`src/rtl/sr_latch_bank_arbiter_if.sv`:
```
// rtl/sr_latch_bank_arbiter_if.sv - requester-side bus of the SR latch bank arbiter
// Purpose: bundles the requester handshake (req/wdata in, grant/done/err/busy out).
// Signals:
//   req   [NREQ]        per-requester write request, level
//   wdata [NREQ*WIDTH]  requester i word at bits [i*WIDTH +: WIDTH]
//   grant [NREQ]        one-hot owner of the current transaction
//   done  [NREQ]        one-cycle pulse to the owner at transaction end
//   err                 one-cycle pulse with done on readback mismatch
//   busy                high whenever a transaction is in flight
// Modports: master = requester side, slave = arbiter side.
interface sr_latch_bank_arbiter_if #(
  parameter int NREQ  = 4,
  parameter int WIDTH = 8
);
  logic [NREQ-1:0]       req;
  logic [NREQ*WIDTH-1:0] wdata;
  logic [NREQ-1:0]       grant;
  logic [NREQ-1:0]       done;
  logic                  err;
  logic                  busy;

  modport master (output req, output wdata,
                  input  grant, input done, input err, input busy);
  modport slave  (input  req, input wdata,
                  output grant, output done, output err, output busy);
endinterface

```
`src/rtl/sr_latch_bank_arbiter.sv`:
```
// rtl/sr_latch_bank_arbiter.sv - round-robin write arbiter and strobe sequencer for a gated SR latch bank
// Purpose: grants one requester at a time, drives SETUP -> G-strobe -> HOLD on the
// shared latch bank, then reads Q back and reports done/err to the owner.
// Ports:
//   clk      system clock, rising edge
//   rst      synchronous active-high reset
//   bus      requester bus (slave modport): req, wdata, grant, done, err, busy
//   latch_g  common gate to all latches
//   latch_s  per-bit set
//   latch_r  per-bit reset
//   latch_q  Q outputs of the latch bank
module sr_latch_bank_arbiter #(
  parameter int NREQ      = 4,
  parameter int WIDTH     = 8,
  parameter int PULSE_CYC = 2
) (
  input  logic                     clk,
  input  logic                     rst,
  sr_latch_bank_arbiter_if.slave   bus,
  output logic                     latch_g,
  output logic [WIDTH-1:0]         latch_s,
  output logic [WIDTH-1:0]         latch_r,
  input  logic [WIDTH-1:0]         latch_q
);

  localparam int IW = (NREQ > 1) ? $clog2(NREQ) : 1;
  localparam int CW = (PULSE_CYC > 1) ? $clog2(PULSE_CYC) : 1;

  typedef enum logic [2:0] {
    S_IDLE,
    S_SETUP,
    S_STROBE,
    S_HOLD,
    S_CHECK
  } state_t;

  state_t            state_q, state_d;
  logic [IW-1:0]     ptr_q, ptr_d;
  logic [IW-1:0]     owner_q, owner_d;
  logic [CW-1:0]     cnt_q, cnt_d;
  logic [WIDTH-1:0]  dreg_q, dreg_d;
  logic [NREQ-1:0]   grant_q, grant_d;
  logic [NREQ-1:0]   done_q, done_d;
  logic              err_q, err_d;
  logic              busy_q, busy_d;
  logic              latch_g_q, latch_g_d;
  logic [WIDTH-1:0]  latch_s_q, latch_s_d;
  logic [WIDTH-1:0]  latch_r_q, latch_r_d;

  logic              win_found;
  logic [IW-1:0]     win_idx;
  logic [WIDTH-1:0]  win_word;

  // Round-robin pick: first asserted req scanning ptr, ptr+1, ... mod NREQ.
  always_comb begin
    win_found = 1'b0;
    win_idx   = '0;
    for (int i = 0; i < NREQ; i++) begin
      if (!win_found && bus.req[(int'(ptr_q) + i) % NREQ]) begin
        win_found = 1'b1;
        win_idx   = IW'((int'(ptr_q) + i) % NREQ);
      end
    end
  end

  assign win_word = bus.wdata[int'(win_idx)*WIDTH +: WIDTH];

  // Every output is computed here for the cycle after the edge, so the
  // registered outputs line up with the state they belong to.
  always_comb begin
    state_d   = state_q;
    ptr_d     = ptr_q;
    owner_d   = owner_q;
    cnt_d     = cnt_q;
    dreg_d    = dreg_q;
    grant_d   = grant_q;
    done_d    = '0;
    err_d     = 1'b0;
    busy_d    = busy_q;
    latch_g_d = 1'b0;
    latch_s_d = latch_s_q;
    latch_r_d = latch_r_q;

    case (state_q)
      S_IDLE: begin
        grant_d   = '0;
        busy_d    = 1'b0;
        latch_s_d = '0;
        latch_r_d = '0;
        if (win_found) begin
          state_d          = S_SETUP;
          owner_d          = win_idx;
          dreg_d           = win_word;
          grant_d[win_idx] = 1'b1;
          busy_d           = 1'b1;
          // S and R are complementary from SETUP onward, never both high.
          latch_s_d        = win_word;
          latch_r_d        = ~win_word;
        end
      end

      S_SETUP: begin
        state_d   = S_STROBE;
        cnt_d     = '0;
        latch_g_d = 1'b1;
      end

      S_STROBE: begin
        if (cnt_q == CW'(PULSE_CYC - 1)) begin
          state_d = S_HOLD;
        end else begin
          cnt_d     = cnt_q + 1'b1;
          latch_g_d = 1'b1;
        end
      end

      S_HOLD: begin
        state_d   = S_CHECK;
        latch_s_d = '0;
        latch_r_d = '0;
        done_d    = grant_q;
        // The gate is already closed in HOLD, so Q is the settled value that
        // CHECK sees; sampling it on this edge keeps err registered.
        err_d     = (latch_q != dreg_q);
      end

      S_CHECK: begin
        state_d = S_IDLE;
        grant_d = '0;
        busy_d  = 1'b0;
        ptr_d   = (owner_q == IW'(NREQ - 1)) ? '0 : owner_q + 1'b1;
      end

      default: begin
        state_d   = S_IDLE;
        grant_d   = '0;
        busy_d    = 1'b0;
        latch_s_d = '0;
        latch_r_d = '0;
      end
    endcase
  end

  always_ff @(posedge clk) begin
    if (rst) begin
      state_q   <= S_IDLE;
      ptr_q     <= '0;
      owner_q   <= '0;
      cnt_q     <= '0;
      dreg_q    <= '0;
      grant_q   <= '0;
      done_q    <= '0;
      err_q     <= 1'b0;
      busy_q    <= 1'b0;
      latch_g_q <= 1'b0;
      latch_s_q <= '0;
      latch_r_q <= '0;
    end else begin
      state_q   <= state_d;
      ptr_q     <= ptr_d;
      owner_q   <= owner_d;
      cnt_q     <= cnt_d;
      dreg_q    <= dreg_d;
      grant_q   <= grant_d;
      done_q    <= done_d;
      err_q     <= err_d;
      busy_q    <= busy_d;
      latch_g_q <= latch_g_d;
      latch_s_q <= latch_s_d;
      latch_r_q <= latch_r_d;
    end
  end

  assign bus.grant = grant_q;
  assign bus.done  = done_q;
  assign bus.err   = err_q;
  assign bus.busy  = busy_q;
  assign latch_g   = latch_g_q;
  assign latch_s   = latch_s_q;
  assign latch_r   = latch_r_q;

endmodule

```
`src/flat_wrapper.sv`:
```
// flat-port wrapper written by rule: the top's interface ports become plain ports
module sr_latch_bank_arbiter_flat 
#(
  parameter int NREQ      = 4,
  parameter int WIDTH     = 8,
  parameter int PULSE_CYC = 2
)
  (clk, rst, latch_g, latch_s, latch_r, latch_q, bus_req, bus_wdata, bus_grant, bus_done, bus_err, bus_busy);
  sr_latch_bank_arbiter_if #(.NREQ(NREQ), .WIDTH(WIDTH)) bus_i ();
  input  logic clk;
  input  logic rst;
  output logic latch_g;
  output logic [WIDTH-1:0] latch_s;
  output logic [WIDTH-1:0] latch_r;
  input  logic [WIDTH-1:0] latch_q;
  input wire logic [$bits(bus_i.req)-1:0] bus_req;
  input wire logic [$bits(bus_i.wdata)-1:0] bus_wdata;
  output wire logic [$bits(bus_i.grant)-1:0] bus_grant;
  output wire logic [$bits(bus_i.done)-1:0] bus_done;
  output wire logic [$bits(bus_i.err)-1:0] bus_err;
  output wire logic [$bits(bus_i.busy)-1:0] bus_busy;
  assign bus_i.req = bus_req;
  assign bus_i.wdata = bus_wdata;
  assign bus_grant = bus_i.grant;
  assign bus_done = bus_i.done;
  assign bus_err = bus_i.err;
  assign bus_busy = bus_i.busy;
  sr_latch_bank_arbiter #(.NREQ(NREQ), .WIDTH(WIDTH), .PULSE_CYC(PULSE_CYC)) u_core (.clk(clk), .rst(rst), .bus(bus_i), .latch_g(latch_g), .latch_s(latch_s), .latch_r(latch_r), .latch_q(latch_q));
endmodule
```
`config.mk`:
```
export PLATFORM = sky130hd
export DESIGN_NAME = sr_latch_bank_arbiter_flat
export DESIGN_NICKNAME = d
export VERILOG_FILES = /design/src/rtl/sr_latch_bank_arbiter_if.sv /design/src/rtl/sr_latch_bank_arbiter.sv /design/src/flat_wrapper.sv
export SDC_FILE = /design/constraint.sdc
export NUM_CORES = 1
export LEC_CHECK = 0
export CORE_MARGIN = 2
export CORE_UTILIZATION = 41
export CTS_CLUSTER_SIZE = 30
export DETAILED_ROUTE_END_ITERATION = 8
export PLACE_DENSITY_LB_ADDON = 0.2
export SLEW_MARGIN = 20
export SYNTH_ARGS = -nofsm -noshare
export SYNTH_HDL_FRONTEND = slang
export SYNTH_SLANG_ARGS = --single-unit
```
`constraint.sdc`:
```
create_clock -name clk -period 1.7 [get_ports clk]
set_input_delay 0.425 -clock clk [delete_from_list [all_inputs] [get_ports clk]]
set_output_delay 0.425 -clock clk [all_outputs]
set_load 0.01 [all_outputs]
```
# ---- Yosys cells after proc, flatten, opt, wreduce, memory -nomap -nowiden
# Cells that the tools add are included.
dict set report op_classes {
  addsub 5
  n_mul 0
  div_mod_pow 0
  n_lt_le_gt_ge 6
  eq_ne 8
  shift 1
  muxes 37
  n_bitwise 5
  n_reduce_logical 17
}
# cell count
set ops {}
lappend ops {{one-hot mux 8 bit (2 select lines)} 2}
lappend ops {{indexed part select 32 x 6 -> 8 bit} 1}
lappend ops {{2-to-1 mux 8 bit} 2}
lappend ops {{2-to-1 mux 1 bit} 15}
lappend ops {{< comparator 3 x 4 -> 1 bit (second input constant)} 3}
lappend ops {{one-hot mux 3 bit (4 select lines)} 1}
lappend ops {{2-to-1 mux 2 bit} 5}
lappend ops {{binary-select mux 1 bit (select 2 bit)} 4}
lappend ops {{!= test 8 bit} 1}
lappend ops {{inverter 8 bit} 1}
lappend ops {{one-hot mux 4 bit (2 select lines)} 1}
lappend ops {{OR reduction 2 bit} 4}
lappend ops {{equality test 3 x 2 -> 1 bit (second input constant)} 2}
lappend ops {{< comparator 2 x 3 -> 1 bit (second input constant)} 2}
lappend ops {{2-to-1 mux 3 bit} 2}
lappend ops {{one-hot mux 1 bit (2 select lines)} 3}
lappend ops {{OR reduction 3 bit} 2}
lappend ops {{adder 2 x 1 -> 2 bit (second input constant)} 2}
lappend ops {{adder 2 bit (second input constant)} 2}
lappend ops {{logical AND 1 bit} 4}
lappend ops {{2-to-1 mux 4 bit} 1}
lappend ops {{!= test 2 x 1 -> 1 bit (second input constant)} 2}
lappend ops {{AND reduction 2 bit} 2}
lappend ops {{AND 1 bit (first input constant)} 3}
lappend ops {{10 further kinds} 12}
dict set report word_totals {
  reg_bits 43
  latchBits 0
  ram_bits 0
  mem_bits_ro 0
  input_bits 46
  out_inout_bits 27
  elab_cells 91
  mem_count 0
}

# ---- Longest topological paths before layout
dict set report depth {
  word_depth 20
  mapped_depth 7
}

# ---- Least setup slack after synthesis
# Ideal clock, no wire load.
dict set report synth_timing {
  path_kind {in2reg}
  from {input port bus_req[0]}
  to {register u_core.dreg_q[6]}
  setup_time_ps 137
  t_arrival_ps 1631
  setup_slack_ps -69
  cell_stages 7
  cell_sequence {a21o_1 -> a21oi_1 -> o22a_1 -> buf_4 -> buf_2 -> mux2i_1 -> o221ai_1}
}
dict set report synth_via {
  elab_chain_cells 13
}
# item line
set synth_rtl {}
lappend synth_rtl {{from (decl)} flat_wrapper.sv:16} ;# input wire logic [$bits(bus_i.req)-1:0] bus_req;
lappend synth_rtl {{binary-select mux 1 bit (select 2 bit)} sr_latch_bank_arbiter.sv:59} ;# if (!win_found && bus.req[(int'(ptr_q) + i) % NREQ]) begin
lappend synth_rtl {{2-to-1 mux 1 bit (implied by the code)} sr_latch_bank_arbiter.sv:59}
lappend synth_rtl {{2-to-1 mux 1 bit} sr_latch_bank_arbiter.sv:59}
lappend synth_rtl {{logical NOT 1 bit} sr_latch_bank_arbiter.sv:59}
lappend synth_rtl {{logical AND 1 bit} sr_latch_bank_arbiter.sv:59}
lappend synth_rtl {{2-to-1 mux 1 bit} sr_latch_bank_arbiter.sv:59}
lappend synth_rtl {{logical NOT 1 bit} sr_latch_bank_arbiter.sv:59}
lappend synth_rtl {{logical AND 1 bit} sr_latch_bank_arbiter.sv:59}
lappend synth_rtl {{2-to-1 mux 1 bit} sr_latch_bank_arbiter.sv:59}
lappend synth_rtl {{logical NOT 1 bit} sr_latch_bank_arbiter.sv:59}
lappend synth_rtl {{logical AND 1 bit} sr_latch_bank_arbiter.sv:59}
lappend synth_rtl {{2-to-1 mux 2 bit / 2-to-1 mux 1 bit (equally long branches)} sr_latch_bank_arbiter.sv:59}
lappend synth_rtl {{indexed part select 32 x 6 -> 8 bit / AND reduction 2 bit (equally long branches)} -}
lappend synth_rtl {{to (signal assigned)} sr_latch_bank_arbiter.sv:163} ;# dreg_q <= dreg_d;
lappend synth_rtl {{to (decl)} sr_latch_bank_arbiter.sv:41} ;# logic [WIDTH-1:0] dreg_q, dreg_d;
# Several ways; a longest one is shown, not always the timed one. The select of a mux whose other input is x is not followed.
# A chain may end at the register's enable or synchronous reset.

# ---- Worst setup path after layout
dict set report layout_timing {
  from {register u_core.ptr_q[0]}
  to {register u_core.latch_r_q[2], in the netlist u_core.latch_r[2]}
}
dict set report layout_via {
  elab_chain_cells 16
}
# item line
set layout_rtl {}
lappend layout_rtl {{from (decl)} sr_latch_bank_arbiter.sv:38} ;# logic [IW-1:0] ptr_q, ptr_d;
lappend layout_rtl {{from (signal assigned)} sr_latch_bank_arbiter.sv:160} ;# ptr_q <= ptr_d;
lappend layout_rtl {{adder 2 x 1 -> 2 bit / binary-select mux 1 bit (select 2 bit) (equally long branches)} {sr_latch_bank_arbiter.sv:59, sr_latch_bank_arbiter.sv:61}}
lappend layout_rtl {{binary-select mux 1 bit (select 2 bit) / 2-to-1 mux 1 bit (equally long branches)} sr_latch_bank_arbiter.sv:59}
lappend layout_rtl {{2-to-1 mux 1 bit (implied by the code)} sr_latch_bank_arbiter.sv:59}
lappend layout_rtl {{2-to-1 mux 1 bit (implied by the code) / logical NOT 1 bit (equally long branches)} sr_latch_bank_arbiter.sv:59}
lappend layout_rtl {{logical AND 1 bit} sr_latch_bank_arbiter.sv:59}
lappend layout_rtl {{2-to-1 mux 1 bit} sr_latch_bank_arbiter.sv:59}
lappend layout_rtl {{logical NOT 1 bit} sr_latch_bank_arbiter.sv:59}
lappend layout_rtl {{logical AND 1 bit} sr_latch_bank_arbiter.sv:59}
lappend layout_rtl {{2-to-1 mux 1 bit} sr_latch_bank_arbiter.sv:59}
lappend layout_rtl {{logical NOT 1 bit} sr_latch_bank_arbiter.sv:59}
lappend layout_rtl {{logical AND 1 bit} sr_latch_bank_arbiter.sv:59}
lappend layout_rtl {{2-to-1 mux 2 bit} sr_latch_bank_arbiter.sv:59}
lappend layout_rtl {{indexed part select 32 x 6 -> 8 bit} sr_latch_bank_arbiter.sv:66} ;# assign win_word = bus.wdata[int'(win_idx)*WIDTH +: WIDTH];
lappend layout_rtl {{inverter 8 bit} sr_latch_bank_arbiter.sv:98} ;# latch_r_d = ~win_word;
lappend layout_rtl {{2-to-1 mux 8 bit (*)} sr_latch_bank_arbiter.sv:90} ;# if (win_found) begin
lappend layout_rtl {{one-hot mux 8 bit (2 select lines) (*)} sr_latch_bank_arbiter.sv:84} ;# case (state_q)
lappend layout_rtl {{to (signal assigned)} sr_latch_bank_arbiter.sv:170} ;# latch_r_q <= latch_r_d;
lappend layout_rtl {{to (decl)} sr_latch_bank_arbiter.sv:48} ;# logic [WIDTH-1:0] latch_r_q, latch_r_d;
# Mark *: on every way between the ends. The rest lies on a longest branch, timed or not. The select of a mux whose other input is x is not followed.

==> metrics.yaml <==
outcome: "finished, final reports clean"
io_pins: 73
yosys_warnings: 0
finalClockSkew_ns: 0.007095
worstPathBufferInverterCount: 2
crit_chain: "nand2b_4 -> nor2b_4 -> o22a_4 -> buf_12 -> clkbuf_16 -> mux2_4 -> o221ai_2"
post-route-drc-count: 0
synth-seq-cells: 43
hpwlAfterDp_mm: 3.929
slew_headroom: 0.7783
fmax_ghz: 0.5928
multiInputGateArea_um2: 1275
power.static_leakage_uw: 0.001339
grt_overflow_total: 0
grt_pass1_wl_mm: 9.011
vdd_drop_max_mv: 0.4494
cp_max_fo: 5
vias_per_cell: 5.286
nFillCells: 419
finalCoreUtilization: 0.6792
slew_viol_final: 0
netlist_area_um2: 2138
drtAntennaViolNets: 0
core_um2: 5075
route.vias.total: 2051
comb_power_share: 0.399
drt-total-wl_mm: 5.854
grt.total_usage: 0.1931
final_hold_viol_count: 0
cts_root_buf: "clkbuf_8"
critPathTopFamily: "compound AO/OA/AOI/OAI gates"
cts.path.max_buffers: 2
cts_made_buffers: 5
drt-initial-drc-count: 76
clock_latency_ns: 0.31
mostFrequentLayoutCell: "clkdlybuf4s50_1"
syn_to_final_growth_pct: 61.21
wl_per_cell_um: 15.09
whs_ns: 0.4725
critPathSlowestCell: "dfxtp_2"
rows: 26
netlist_instances: 219
cts_hold_buf: 0
worstSetupStartpointType: "register"
fp.dieArea_um2: 5809
seqCellArea_um2: 863.3
cts.sinks: 43
min_period_ns: 1.687
power.density_nw_per_um2: 950.3
setup_viol: 0
antenna_cells: 0
syn_nets: 266
initial_core_util: 0.4214
dieHeight_um: 76.22
synth_top_cell_area_share: 0.4026
htreeDepth: 2
synth_edf_count: 0
first_pass_iters: 4
path_class: "register to register"
antenna_found_initial: 0
ys.flop_type: "dfxtp_1"
period_share: 0.9922
final_area_um2: 3447
pwr-share-clk: 0.200
die_w_um: 76.22
critPathArrivalTime_ns: 1.92
layout_common_cells: "clkdlybuf4s50_1, dfxtp_1, buf_4"
synth_area_leader_cell: "dfxtp_1"
clkTransAtPathRegs_ns: 0.09
nNetsFinal: 364
cap_violations: 0
cp.required_ns: 1.93
async_flop_share: 0
setup.worst_path.end_class: "register"
p_int_uw: 2218
hold_path_class: "register to register"
seqPwrFrac: 0.401
swShare: 0.3228
tritoncts: "built"
grt_max_degree: 19
place_area_um2: 3085
ys_types: 38
critPathMaxStageDelay_ns: 0.33
yosysSeqAreaShare: 0.4026
syn_area_per_cell_um2: 9.764
switchingPower_uw: 1058
grt_pass1_vias: 1914
place.gp.congestion: 0.7854
io_buffers: 72
tightest_slew_ns: 0.3306
synth.top_cells.by_area: "dfxtp_1, o221ai_1, mux2i_1"
drive_above_1_share: 0.2799
## power by group through the flow
stage	Clock, uW	Sequential, uW	Combinational (uW)
CTS	672	1310	1230
floorplan	0	1350	576
finish	656	1310	1310
detailed placement	0	1330	1150
global route	712	1340	1390
global placement	0	1330	1140
## kinds of logic after synthesis
group / count (synthesis) / synth area share
AO/OA/AOI/OAI: 48 / 0.1767
flip-flops: 43 / 0.4026
multiplexers: 34 / 0.1685
XOR/XNOR: 9 / 0.03687
adder cells (fa/ha/maj): 1 / 0.005850
buffers and inverters: 21 / 0.06026
AND/OR/NAND/NOR: 63 / 0.1492
## state kept, by name (all words and copies together), names as in the netlist
signal            flops
u_core.bus.busy       1
u_core.bus.done       4
u_core.bus.err        1
u_core.bus.grant      4
u_core.cnt_q          1
u_core.dreg_q         8
u_core.latch_g        1
u_core.latch_r        8
u_core.latch_s        8
u_core.owner_q        2
u_core.ptr_q          2
u_core.state_q        3
## repair_timing
| item | 4_1_cts | 5_1_grt |
|---|---|---|
| pin swaps | 4 | 4 |
| buffers inserted | 4 | 2 |
| gates cloned | 2 | 1 |
| endpoints found under the setup margin | 28 | 27 |
| gates resized for setup | 21 | 19 |
## worst paths after layout
kind                            start                  end  slack (ns)  depth (start not counted)
setup / recovery      u_core.ptr_q[0]    u_core.latch_r[2]        0.01                          7
hold / removal    u_core.bus.grant[0]  u_core.bus.grant[0]        0.47                          2
setup reg to reg      u_core.ptr_q[0]    u_core.latch_r[2]        0.01                          7
hold reg to reg   u_core.bus.grant[0]  u_core.bus.grant[0]        0.47                          2
## metrics by stage
step | TNS (ns) | power (uW) | setup slack, ns | instances
global route | -0.1035 | 3443 | -0.07288 | 388
finish | 0 | 3276 | 0.01321 | 388
detailed placement | -16.09 | 2475 | -0.6081 | 372
floorplan | -0.009695 | 1927 | -0.009695 | 219
CTS | 0 | 3206 | 0.008694 | 386
global placement | -15.22 | 2465 | -0.5382 | 372
## area by class of cell
cell class / instances / share of cell area
Clock inverter: 3 / 0.005808
Tap cell: 70 / 0.02541
Multi-Input combinational cell: 155 / 0.3699
Timing Repair Buffer: 108 / 0.3241
Inverter: 4 / 0.004356
Clock buffer: 5 / 0.01996
Sequential cell: 43 / 0.2505
## layer usage
metal | vias to the layer above | track usage | routed length (um)
met3 | 11 | 0.04976 | 311
li1 | 1013 | - | -
met5 | - | 0 | 0
met4 | 0 | 0.07818 | 130
met2 | 63 | 0.3230 | 2889
met1 | 964 | 0.2366 | 2523
## tightest hold or removal path, stage by stage (launching register included)
cell,delay (ns)
dfxtp_1,0.33
nand2_1,0.05
a21oi_1,0.05
## Yosys cell counts (all sizes together) (2+ instances only)
| cell type | instances |
|---|---|
| a21oi | 11 |
| and2 | 4 |
| buf | 13 |
| clkbuf | 4 |
| dfxtp | 43 |
| inv | 4 |
| mux2 | 16 |
| mux2i | 18 |
| nand2 | 22 |
| nand2b | 2 |
| nand3 | 2 |
| nand3b | 9 |
| nor2 | 10 |
| nor2b | 2 |
| nor3 | 4 |
| nor4 | 2 |
| o21ai | 4 |
| o221ai | 24 |
| or2 | 2 |
| or3 | 3 |
| xor2 | 8 |
No activity file was read; power rests on OpenSTA's default activity.
